**config.mk**
```make
export PLATFORM = sky130hd
export DESIGN_NAME = apb_slave_responder_flat
export DESIGN_NICKNAME = d
export VERILOG_FILES = /design/src/rtl/apb_slave_responder_if.sv /design/src/rtl/apb_slave_responder.sv /design/src/flat_wrapper.sv
export SDC_FILE = /design/constraint.sdc
export NUM_CORES = 1
export LEC_CHECK = 0
export ABC_AREA = 1
export CAP_MARGIN = 20
export CORE_ASPECT_RATIO = 1.4
export CORE_MARGIN = 2
export CORE_UTILIZATION = 58
export DETAILED_ROUTE_END_ITERATION = 6
export GPL_TIMING_DRIVEN = 1
export PLACE_DENSITY = 0.76
export SLEW_MARGIN = 20
export SYNTH_ARGS = -nofsm -noshare
export SYNTH_HDL_FRONTEND = slang
export SYNTH_SLANG_ARGS = --single-unit
```
**constraint.sdc**
```tcl
create_clock -name pclk -period 2.05 [get_ports pclk]
set_clock_uncertainty 0.1 [all_clocks]
set_input_delay 0.41 -clock pclk [delete_from_list [all_inputs] [get_ports pclk]]
set_output_delay 0.41 -clock pclk [all_outputs]
set_load 0.03 [all_outputs]
```
**src/rtl/apb_slave_responder_if.sv**
```systemverilog
`timescale 1ns/1ps
`default_nettype none
// ============================================================================
// Module      : apb_slave_responder_if
// Description : APB4 bus bundle between a requester and apb_slave_responder.
//               Carries select/enable/direction, address, write data, byte
//               strobes and protection from the requester, plus ready, read
//               data and error from the completer.
//               Modports: master (requester side), slave (completer side).
// Revision    : 1.0 - initial release
// ============================================================================
interface apb_slave_responder_if #(
    parameter int ADDR_WIDTH = 32,
    parameter int DATA_WIDTH = 32
);
    logic                    psel;
    logic                    penable;
    logic                    pwrite;
    logic [ADDR_WIDTH-1:0]   paddr;
    logic [DATA_WIDTH-1:0]   pwdata;
    logic [DATA_WIDTH/8-1:0] pstrb;
    logic [2:0]              pprot;
    logic                    pready;
    logic [DATA_WIDTH-1:0]   prdata;
    logic                    pslverr;

    modport master (
        output psel, penable, pwrite, paddr, pwdata, pstrb, pprot,
        input  pready, prdata, pslverr
    );

    modport slave (
        input  psel, penable, pwrite, paddr, pwdata, pstrb, pprot,
        output pready, prdata, pslverr
    );
endinterface
`default_nettype wire

```
**src/rtl/apb_slave_responder.sv**
```systemverilog
`timescale 1ns/1ps
`default_nettype none
// ============================================================================
// Module      : apb_slave_responder
// Description : APB4 completer with a small word-addressed register memory,
//               a fixed number of wait states per access phase and an error
//               response for out-of-range or misaligned addresses.
// Ports       : pclk     - APB clock, rising edge
//               preset_n - asynchronous active-low reset
//               apb      - APB bus, slave modport (psel, penable, pwrite,
//                          paddr, pwdata, pstrb, pprot in; pready, prdata,
//                          pslverr out, all outputs registered)
// Revision    : 1.0 - initial release
// ============================================================================
module apb_slave_responder #(
    parameter int                    ADDR_WIDTH  = 32,
    parameter int                    DATA_WIDTH  = 32,
    parameter int                    MEM_DEPTH   = 16,
    parameter logic [ADDR_WIDTH-1:0] BASE_ADDR   = '0,
    parameter int                    WAIT_STATES = 0
) (
    input  logic                 pclk,
    input  logic                 preset_n,
    apb_slave_responder_if.slave apb
);
    localparam int                  c_nbytes = DATA_WIDTH / 8;
    localparam int                  c_lsb    = (c_nbytes > 1) ? $clog2(c_nbytes) : 0;
    localparam int                  c_idx_w  = (MEM_DEPTH > 1) ? $clog2(MEM_DEPTH) : 1;
    localparam logic [ADDR_WIDTH:0] c_span   = (ADDR_WIDTH + 1)'(MEM_DEPTH * c_nbytes);
    localparam logic [3:0]          c_ws     = 4'(WAIT_STATES);

    typedef enum logic [0:0] {
        ST_IDLE   = 1'b0,
        ST_ACCESS = 1'b1
    } state_t;

    state_t                  r_state;
    state_t                  w_state_nxt;
    logic [3:0]              r_cnt;
    logic [3:0]              w_cnt_nxt;
    logic                    r_pready;
    logic                    w_pready_nxt;
    logic [DATA_WIDTH-1:0]   r_prdata;
    logic [DATA_WIDTH-1:0]   w_prdata_nxt;
    logic                    r_pslverr;
    logic                    w_pslverr_nxt;
    logic                    w_capture;
    logic                    w_commit;

    // Transfer attributes latched on the setup edge
    logic                    r_write;
    logic                    r_err;
    logic [c_idx_w-1:0]      r_idx;
    logic [DATA_WIDTH-1:0]   r_wdata;
    logic [c_nbytes-1:0]     r_strb;

    logic [DATA_WIDTH-1:0]   r_mem [MEM_DEPTH];

    // Address decode of the live bus address; one extra bit so that an
    // address below BASE_ADDR or past the window can never wrap into range.
    logic [ADDR_WIDTH:0]     w_off;
    logic                    w_below;
    logic                    w_misalign;
    logic                    w_err;
    logic [c_idx_w-1:0]      w_idx;
    logic                    w_unused;

    assign w_off   = {1'b0, apb.paddr} - {1'b0, BASE_ADDR};
    assign w_below = apb.paddr < BASE_ADDR;
    assign w_idx   = w_off[c_lsb +: c_idx_w];

    generate
        if (c_lsb > 0) begin : g_align
            assign w_misalign = |apb.paddr[c_lsb-1:0];
        end else begin : g_no_align
            assign w_misalign = 1'b0;
        end
    endgenerate

    assign w_err    = w_below | (w_off >= c_span) | w_misalign;
    assign w_unused = ^apb.pprot;

    // Next-state and next-output logic
    always_comb begin
        w_state_nxt   = r_state;
        w_cnt_nxt     = r_cnt;
        w_pready_nxt  = r_pready;
        w_prdata_nxt  = r_prdata;
        w_pslverr_nxt = r_pslverr;
        w_capture     = 1'b0;
        w_commit      = 1'b0;

        case (r_state)
            ST_IDLE: begin
                // penable without a preceding setup cycle is ignored here
                if (apb.psel && !apb.penable) begin
                    w_capture   = 1'b1;
                    w_state_nxt = ST_ACCESS;
                    w_cnt_nxt   = c_ws;
                    // With no wait states the first access cycle already
                    // completes, so the response is produced on the setup edge.
                    if (c_ws == 4'd0) begin
                        w_pready_nxt  = 1'b1;
                        w_pslverr_nxt = w_err;
                        w_prdata_nxt  = (!apb.pwrite && !w_err) ? r_mem[w_idx] : '0;
                    end
                end
            end
            ST_ACCESS: begin
                if (!apb.psel) begin
                    // Abort: drop back without touching memory
                    w_state_nxt   = ST_IDLE;
                    w_cnt_nxt     = 4'd0;
                    w_pready_nxt  = 1'b0;
                    w_prdata_nxt  = '0;
                    w_pslverr_nxt = 1'b0;
                end else if (apb.penable && r_pready) begin
                    w_commit      = r_write && !r_err;
                    w_state_nxt   = ST_IDLE;
                    w_cnt_nxt     = 4'd0;
                    w_pready_nxt  = 1'b0;
                    w_prdata_nxt  = '0;
                    w_pslverr_nxt = 1'b0;
                end else if (apb.penable && (r_cnt != 4'd0)) begin
                    w_cnt_nxt = r_cnt - 4'd1;
                    if (r_cnt == 4'd1) begin
                        w_pready_nxt  = 1'b1;
                        w_pslverr_nxt = r_err;
                        w_prdata_nxt  = (!r_write && !r_err) ? r_mem[r_idx] : '0;
                    end
                end
            end
            default: begin
                w_state_nxt = ST_IDLE;
            end
        endcase
    end

    always_ff @(posedge pclk or negedge preset_n) begin
        if (!preset_n) begin
            r_state   <= ST_IDLE;
            r_cnt     <= 4'd0;
            r_pready  <= 1'b0;
            r_prdata  <= '0;
            r_pslverr <= 1'b0;
        end else begin
            r_state   <= w_state_nxt;
            r_cnt     <= w_cnt_nxt;
            r_pready  <= w_pready_nxt;
            r_prdata  <= w_prdata_nxt;
            r_pslverr <= w_pslverr_nxt;
        end
    end

    always_ff @(posedge pclk or negedge preset_n) begin
        if (!preset_n) begin
            r_write <= 1'b0;
            r_err   <= 1'b0;
            r_idx   <= '0;
            r_wdata <= '0;
            r_strb  <= '0;
        end else if (w_capture) begin
            r_write <= apb.pwrite;
            r_err   <= w_err;
            r_idx   <= w_idx;
            r_wdata <= apb.pwdata;
            r_strb  <= apb.pstrb;
        end
    end

    // Byte-lane write on the completion edge
    always_ff @(posedge pclk or negedge preset_n) begin
        if (!preset_n) begin
            for (int i = 0; i < MEM_DEPTH; i++) begin
                r_mem[i] <= '0;
            end
        end else if (w_commit) begin
            for (int b = 0; b < c_nbytes; b++) begin
                if (r_strb[b]) begin
                    r_mem[r_idx][8*b +: 8] <= r_wdata[8*b +: 8];
                end
            end
        end
    end

    assign apb.pready  = r_pready;
    assign apb.prdata  = r_prdata;
    assign apb.pslverr = r_pslverr;
endmodule
`default_nettype wire

```
**src/flat_wrapper.sv**
```systemverilog
// flat-port wrapper written by rule: the top's interface ports become plain ports
module apb_slave_responder_flat 
#(
    parameter int                    ADDR_WIDTH  = 32,
    parameter int                    DATA_WIDTH  = 32,
    parameter int                    MEM_DEPTH   = 16,
    parameter logic [ADDR_WIDTH-1:0] BASE_ADDR   = '0,
    parameter int                    WAIT_STATES = 0
)
  (pclk, preset_n, apb_psel, apb_penable, apb_pwrite, apb_paddr, apb_pwdata, apb_pstrb, apb_pprot, apb_pready, apb_prdata, apb_pslverr);
  apb_slave_responder_if #(.ADDR_WIDTH(ADDR_WIDTH), .DATA_WIDTH(DATA_WIDTH)) apb_i ();
  input  logic pclk;
  input  logic preset_n;
  input wire logic [$bits(apb_i.psel)-1:0] apb_psel;
  input wire logic [$bits(apb_i.penable)-1:0] apb_penable;
  input wire logic [$bits(apb_i.pwrite)-1:0] apb_pwrite;
  input wire logic [$bits(apb_i.paddr)-1:0] apb_paddr;
  input wire logic [$bits(apb_i.pwdata)-1:0] apb_pwdata;
  input wire logic [$bits(apb_i.pstrb)-1:0] apb_pstrb;
  input wire logic [$bits(apb_i.pprot)-1:0] apb_pprot;
  output wire logic [$bits(apb_i.pready)-1:0] apb_pready;
  output wire logic [$bits(apb_i.prdata)-1:0] apb_prdata;
  output wire logic [$bits(apb_i.pslverr)-1:0] apb_pslverr;
  assign apb_i.psel = apb_psel;
  assign apb_i.penable = apb_penable;
  assign apb_i.pwrite = apb_pwrite;
  assign apb_i.paddr = apb_paddr;
  assign apb_i.pwdata = apb_pwdata;
  assign apb_i.pstrb = apb_pstrb;
  assign apb_i.pprot = apb_pprot;
  assign apb_pready = apb_i.pready;
  assign apb_prdata = apb_i.prdata;
  assign apb_pslverr = apb_i.pslverr;
  apb_slave_responder #(.ADDR_WIDTH(ADDR_WIDTH), .DATA_WIDTH(DATA_WIDTH), .MEM_DEPTH(MEM_DEPTH), .BASE_ADDR(BASE_ADDR), .WAIT_STATES(WAIT_STATES)) u_core (.pclk(pclk), .preset_n(preset_n), .apb(apb_i));
endmodule
```
==> run summary, run 1 <==
The via count of the first global-routing pass is 30400. The peak supply drop is 0.000630 V. The run finished, with violations left. The critical path is of the reg -> reg type.

The startpoint identified for the worst register-to-register timing path is u_core.r_err. Setup repair after global routing could not meet its margin everywhere. The wire length per cell came out at 19.5 microns.

The global placement routability congestion came out at 0.918. On the critical path the largest part of the delay comes from simple AND/OR/NAND/NOR gates. The DRC violation count after routing is 1. The internal power came out at 20.9 mW. The number of cells in the design after placement is 5342. STA puts the critical path data required time at 2.43 ns. The critical path starts at u_core.r_err.

The full die area came out at 58000 sq um. The number of cell instances on the worst register-to-register path is 10. The residual antenna-violating net count after detailed routing came out at 0. The initial antenna violation count is 1. The number of top-level design ports came out at 110.

The length of the first detailed-routing pass in iterations came out at 7. The CTS H-tree depth is 2. The max capacitance violation total is 0. After floorplanning, the core was divided into 102 placement rows. The number of standard cells after synthesis came out at 4615. The worst setup path is launched from a flip-flop.

The routed layout has 32500 vias. The relative slew slack is 51.6%. The count of input and output buffers is 106.

The count of cell instances traversed by the critical path is 10. For this run, the slowest stage of the critical path takes 0.41 ns. The number of DRC markers in iteration 0 is 3773. The maximum number of pins on one net before global-route repair is 71. Following the worst setup path forward leads to its endpoint at u_core.r_mem[390]. At the pin with the least slew margin, the transition time is 0.725 ns. The post-route fraction of the period consumed by the critical path came out at 99.4%. The yosys synthesis warning count is 0. The number of buffers on the longest clock path came out at 3.

The smallest clock period supported by the final layout is computed as 2.04 ns. Net switching is 31.8% of the power. The power density over the cells is 790 nW/um^2. The reg-to-reg setup timing slack came out at 0.01 ns. The analysis attributes to net switching a power of 9.73 mW. The count of final setup violators is 0. The final layout contains routed wiring with a total length of 107000 microns. The count of buffering cells on the critical path with inverters included is 3. The standard cell area after detailed placement is 35900 sq um.

The total power draw is 30.6 mW. The peak clock frequency supported by timing came out at 491 MHz. The library cells used most frequently in the layout, excluding fill and tap cells, are nand2_1 (2125), dfrtp_1 (591), o21ai_0 (579), nand3_1 (512), buf_4 (127).

The remaining global-route overflow is 0. The final reports fail on design-rule violations. In this run the clock root is driven by a clkbuf_16. The synthesized area per cell came out at 7.05 sq um. Once the floorplan was initialized, standard cells occupied 58.7% of the core. The die span in y came out at 284 microns. The number of hold violations in the final report came out at 0. Leaving out fill and tap cells, the most frequent cell in the layout is nand2_1.

The number of sinks handled by clock tree synthesis is 593. The x dimension of the die is 204 microns. TritonCTS built the clock tree.

After the last flow step, the layout net total stands at 4788. The critical-path cell with the highest stage delay is dfrtp_1. The half-perimeter wire length of the detailed placement result came out at 66900 microns. The insertion delay to the later sink of the worst-skew pair came out at 0.65 ns. In this run the worst hold path is classified as in -> async.

The endpoint identified for the worst register-to-register timing path is u_core.r_mem[390]. The cell area after layout is 38800 sq um. The arrival time at the worst endpoint is 2.41 ns. The number of slew-limit violations in the final report came out at 0. The static power due to leakage is 18.6 nW. The layout cell share with drive strength beyond 1 came out at 10.3%. The synthesized netlist occupies a cell area of 32500 sq um.

The share of the yosys chip area belonging to registers came out at 45.6%. The register clock-pin slew on the reported worst setup and hold paths is 0.07 ns. After synthesis, the netlist uses 32 different library cells. The total global-route track usage is 35.8%.

The sequential fraction of design power came out at 40.4%. Traced cell by cell, the critical path runs through nor2_2 -> inv_2 -> nor2_4 -> nand3_4 -> nor2_4 -> clkbuf_16 -> nand2_1 -> buf_12 -> nand2_1 -> o21ai_0. The clock group share of total power came out at 37.7%. Compared with the post-synthesis result, the final layout area differs by 19.1%. The wire length of the first global-routing pass came out at 165000 microns. The post-synthesis register bit count is 593. The count of non-filler cells in the finished layout came out at 5486. STA classifies the critical path endpoint as a flip-flop. The area of the core region came out at 55400 sq um. The critical-path maximum fanout is 16. The post-synth net total is 4694. The share of total power in combinational logic came out at 21.9%. Counting the buffers created by CTS gives 59.

Fill cells in the final layout number 4467. The routed via count divided by cell count came out at 5.92.
[power by group through the flow]
stage	Sequential, mW	Combinational, mW	Clock (mW)
after CTS	12.4	6.15	11.6
after detailed placement	12.6	6.23	0
after floorplan	12.9	2.73	0
after global placement	12.6	6.19	0
final	12.4	6.70	11.5
after global routing	12.4	7.02	12.0
[repair_timing]
action	4_1_cts	5_1_grt
endpoints found under the setup margin	109	440
endpoints found under the hold margin	208	0
setup buffers	3	19
gates cloned	0	11
pin swaps	2	29
gates resized for setup	40	93
hold buffers	1	0
[logic make-up (layout without fill, tap and decap cells)]
family,Yosys count,count (layout),share of synthesized area [%]
buffers and inverters,452,594,6.57
flip-flops,593,593,45.6
AO/OA/AOI/OAI,728,728,11.2
other,0,1,0
adder cells (fa/ha/maj),3,3,0.115
XOR/XNOR,1,1,0.0269
AND/OR/NAND/NOR,2837,2837,36.4
multiplexers,1,1,0.0346
[synthesized netlist by cell type]
master	count	share of area, %
mux2_2	1	0.035
dfrtp_1	593	46
o21ai_0	602	9.3
nand4_1	21	0.40
o21a_1	1	0.023
inv_1	122	1.4
buf_2	55	0.85
buf_4	2	0.046
buf_1	45	0.52
nand3_1	517	8.0
a22oi_1	1	0.023
or2_2	21	0.40
nand2_1	2145	25
and2_1	1	0.019
nand3_2	1	0.031
nand3_4	1	0.054
nor3_1	2	0.031
a21oi_1	79	1.2
buf_6	40	1.4
o211ai_1	2	0.046
nand2_4	40	1.4
inv_2	5	0.058
xor2_1	1	0.027
nor2_4	14	0.48
o21ai_1	42	0.65
nor2_2	5	0.096
nand3b_1	1	0.023
buf_12	4	0.25
clkbuf_1	179	2.1
ha_1	3	0.12
a211oi_1	1	0.023
nor2_1	68	0.78
[worst min-delay path by stage]
stage               slack [ns]                   end      from  cells after the start
floorplan                 0.01  u_core.apb.prdata[0]  preset_n                      0
global route              0.12     u_core.r_mem[285]  preset_n                      2
CTS                       0.10     u_core.r_mem[285]  preset_n                      2
global placement          0.19     u_core.r_mem[285]  preset_n                      1
finish                    0.11     u_core.r_mem[285]  preset_n                      2
detailed placement        0.19     u_core.r_mem[285]  preset_n                      1
[final cells by class]
cell class | count | area [sq um] | share of cell area, %
Multi-Input combinational cell | 3570 | 15900 | 41.0
Sequential cell | 593 | 14800 | 38.3
Timing Repair Buffer | 358 | 4560 | 11.8
Clock buffer | 81 | 1710 | 4.41
Tap cell | 728 | 911 | 2.35
Inverter | 127 | 502 | 1.29
Clock inverter | 28 | 348 | 0.897
Antenna cell | 1 | 2.50 | 0.00646
[per-layer routing]
| layer | routed length [microns] | part of all wire [%] | global-route usage (%) |
|---|---|---|---|
| met3 | 9650 | 9.0 | 5.84 |
| met5 | 0 | 0 | 0 |
| met4 | 5360 | 5.0 | 17.5 |
| met1 | 40300 | 38 | 45.3 |
| met2 | 51800 | 48 | 59.5 |
[per-stage QoR]
step	utilization [%]	hold slack [ns]	setup WS, ns	TNS, ns
2_1_floorplan	-	0.0144	0.156	0
3_3_place_gp	64.7	0.186	-0.447	-121.61
3_5_place_dp	64.7	0.186	-0.450	-149.03
4_1_cts	68.5	0.103	0.0125	0
5_1_grt	70.0	0.125	-0.0343	-0.710
6_report	70.0	0.110	0.0130	0
[state kept, by name (all words and copies together) (netlist names)]
register / flops
u_core.r_cnt: 4
u_core.r_mem: 512
u_core.apb.prdata: 32
u_core.r_wdata: 32
u_core.r_idx: 4
u_core.apb.pslverr: 1
u_core.r_state: 1
u_core.r_strb: 4
u_core.r_err: 1
u_core.r_write: 1
u_core.apb.pready: 1
Note: power is estimated with default switching activity, not from simulation.
==> run 2: changes to the inputs <==
--- a/config.mk
+++ b/config.mk
@@ -9,11 +9,9 @@
 export CAP_MARGIN = 20
 export CORE_ASPECT_RATIO = 1.4
 export CORE_MARGIN = 2
-export CORE_UTILIZATION = 58
+export CORE_UTILIZATION = 40
 export DETAILED_ROUTE_END_ITERATION = 6
 export GPL_TIMING_DRIVEN = 1
-export PLACE_DENSITY = 0.76
-export SLEW_MARGIN = 20
 export SYNTH_ARGS = -nofsm -noshare
 export SYNTH_HDL_FRONTEND = slang
 export SYNTH_SLANG_ARGS = --single-unit
==> constraint.sdc (replaced) <==
create_clock -name pclk -period 2.2 [get_ports pclk]
set_clock_uncertainty 0.1 [all_clocks]
set_input_delay 0.44 -clock pclk [delete_from_list [all_inputs] [get_ports pclk]]
set_output_delay 0.44 -clock pclk [all_outputs]
set_load 0.03 [all_outputs]
==> run summary, run 2 (synthesis results as in run 1) <==
The count of buffering cells on the critical path with inverters included came out at 1 (was 3). The row count came to 123 (was 102). The DRC violation count after routing is 1 (unchanged).

Violated checks: design-rule violations (unchanged). The CTS root buffer was clkbuf_16 (unchanged). The count of cell instances traversed by the critical path came to 1 (was 10).

The critical path startpoint category is a flip-flop (unchanged). The required time of the critical path is 1.66 ns (was 2.43 ns). The critical path capture point type is an output port (was flip-flop). The CTS tree was built (unchanged).

The peak supply drop is 0.000789 V (was 0.000630 V). The clock buffer count from CTS came out at 67 (was 59). The critical-path maximum fanout was 2 (was 16). The routed via count divided by cell count came out at 5.32 (was 5.92).

The number of cell instances on the worst register-to-register path came to 8 (was 10). The post-synthesis to final-layout area growth came out at 18.4% (was 19.1%). The static power due to leakage came out at 18.7 nW (was 18.6 nW).

The register clock-pin slew on the reported worst setup and hold paths is 0.05 ns (was 0.07 ns). The area used by multi-input combinational logic came out at 15600 sq um (was 15900 sq um). The worst-case setup slack after placement came to -0.265 ns (was -0.450 ns). The critical-path cell with the highest stage delay is clkdlybuf4s50_1 (was dfrtp_1). The CTS H-tree depth came to 3 (was 2).

The pin slew with the least headroom to its limit is 0.700 ns (was 0.725 ns). The clock period minus worst slack is 2.16 ns. The count of non-filler cells in the finished layout came to 5790 (was 5486).

The length of the first detailed-routing pass in iterations came to 7 (unchanged). The total power draw came out at 29.2 mW (was 30.6 mW). The initial antenna violation count came out at 2 (was 1). Series of cell instances along the critical path: clkdlybuf4s50_1 (was nor2_2 -> inv_2 -> nor2_4 -> nand3_4 -> nor2_4 -> clkbuf_16 -> nand2_1 -> buf_12 -> nand2_1 -> o21ai_0). The die span in y is 341 microns (was 284 microns). The wire length of the first global-routing pass is 174000 microns (was 165000 microns). The count of final setup violators is 0 (unchanged).

The kind of critical path is reg -> out (was reg -> reg). The peak clock frequency supported by timing is 462 MHz. The global placement routability congestion was 0.860 (was 0.918). The via count of the first global-routing pass is 29100 (was 30400). The arrival time at the worst endpoint is 1.62 ns (was 2.41 ns). The number of hold violations in the final report came to 0 (unchanged). The final net count is 4759 (was 4788). The number of top-level design ports is 110 (unchanged). The insertion delay to the later sink of the worst-skew pair came out at 0.64 ns (was 0.65 ns).

The effective utilization at floorplan came out at 40.4% (was 58.7%). The total area of sequential cells came to 14800 sq um (unchanged). The number of slew-limit violations in the final report is 0 (unchanged). Of the available clock period, the critical path in the final layout requires 98.4%.

The flip-flop count of the largest register, all copies and words added came out at 512 (unchanged). The sum of negative setup slack is 0 ns (unchanged). The minimum setup slack in the final design is 0.0358 ns (was 0.0130 ns). Outcome: finished, violations left (unchanged).

The maximum number of pins on one net before global-route repair was 86 (was 71). The count of input and output buffers is 106 (unchanged). The max capacitance violation total came to 0 (unchanged). The residual antenna-violating net count after detailed routing is 0 (unchanged). The x dimension of the die is 245 microns (was 204 microns).

The full die area came out at 83700 sq um (was 58000 sq um). The most common cell after layout, fill and taps aside is nand2_1 (unchanged). The wire length per cell came out at 19.3 microns (was 19.5 microns). The area of the core region is 80500 sq um (was 55400 sq um). The worst min-delay path category was in -> async (unchanged). The remaining global-route overflow came out at 0 (unchanged).

The count of fill cells added during filler insertion is 8020 (was 4467). Setup repair after global routing missed its margin: yes (unchanged). The via count of the routed design came out at 30800 (was 32500).

The final wirelength is 111000 microns (was 107000 microns). The number of cells in the design after placement is 5658 (was 5342). The half-perimeter wire length of the detailed placement result is 72200 microns (was 66900 microns). The relative slew slack is 53.3% (was 51.6%). The power density over the cells is 758 nW/um^2 (was 790 nW/um^2). The number of sinks handled by clock tree synthesis came out at 593 (unchanged).

The number of buffers on the longest clock path was 3 (unchanged). Commonest non-fill, non-tap cells in the layout: nand2_1 (2140), o21ai_0 (596), dfrtp_1 (591), nand3_1 (517), inv_1 (118) (was nand2_1 (2125), dfrtp_1 (591), o21ai_0 (579), nand3_1 (512), buf_4 (127)). The register with the most flip-flops is u_core.r_mem (unchanged).

The antenna cell count came out at 0 (was 1). The stage delay of the slowest cell on the critical path is 0.68 ns (was 0.41 ns). The number of DRC markers in iteration 0 is 2936 (was 3773).

The family of cells with the greatest summed delay on the critical path is buffers and inverters (was simple AND/OR/NAND/NOR gates). The total global-route track usage came to 26.8% (was 35.8%). The layout cell share with drive strength beyond 1 is 9.07% (was 10.3%).
==> run 2: path summary, 6_finish.rpt <==
| check | endpoint | slack (ns) | start |
|---|---|---|---|
| max in group asynchronous | u_core.r_mem[345] | 0.98 | preset_n |
| setup / recovery | apb_prdata[8] | 0.04 | u_core.apb.prdata[8] |
| hold reg to reg | u_core.apb.prdata[27] | 0.37 | u_core.apb.prdata[27] |
| setup reg to reg | u_core.r_mem[233] | 0.08 | u_core.r_idx[3] |
| min in group pclk | u_core.r_wdata[20] | 0.27 | apb_pwdata[20] |
| hold / removal | u_core.r_mem[370] | 0.22 | preset_n |
==> run 2: final cells by class <==
class / instances / area share [%]
Timing Repair Buffer: 321 / 10.4
Tap cell: 1062 / 3.45
Inverter: 127 / 1.29
Sequential cell: 593 / 38.5
Clock inverter: 28 / 0.948
Clock buffer: 89 / 4.85
Multi-Input combinational cell: 3570 / 40.5
==> run 2: per-stage QoR <==
| step | util [%] | hold WS, ns | cell area [sq um] |
|---|---|---|---|
| 3_3_place_gp | 44.8 | 0.280 | 36100 |
| 2_1_floorplan | - | 0.0444 | 32500 |
| 3_5_place_dp | 44.8 | 0.281 | 36100 |
| 5_1_grt | 47.9 | 0.238 | 38500 |
| 6_report | 47.9 | 0.224 | 38500 |
| 4_1_cts | 47.7 | 0.215 | 38400 |
==> run 2: power breakdown <==
group / switching [mW] / total (mW) / internal, mW
logic: 4.24 / 5.98 / 1.74
registers: 0.246 / 11.5 / 11.3
clock network: 4.84 / 11.7 / 6.83
==> run 2: layer usage <==
metal  up-vias  part of all wire, %  track usage (%)
met5         -                0.012                0
met4         2                  4.2             12.2
met3       231                  5.8             3.59
met2      1023                   48             44.7
met1     14600                   42             34.4
li1      15000                    -                -
==> run 2: timing repair <==
item                       4_1_cts  5_1_grt
setup endpoints to repair       98      100
hold endpoints to repair       168        0
cloned                           1        0
hold buffers                     1        0
gates resized for setup         30       20
pin swaps                        2        7
buffers inserted                 3       10
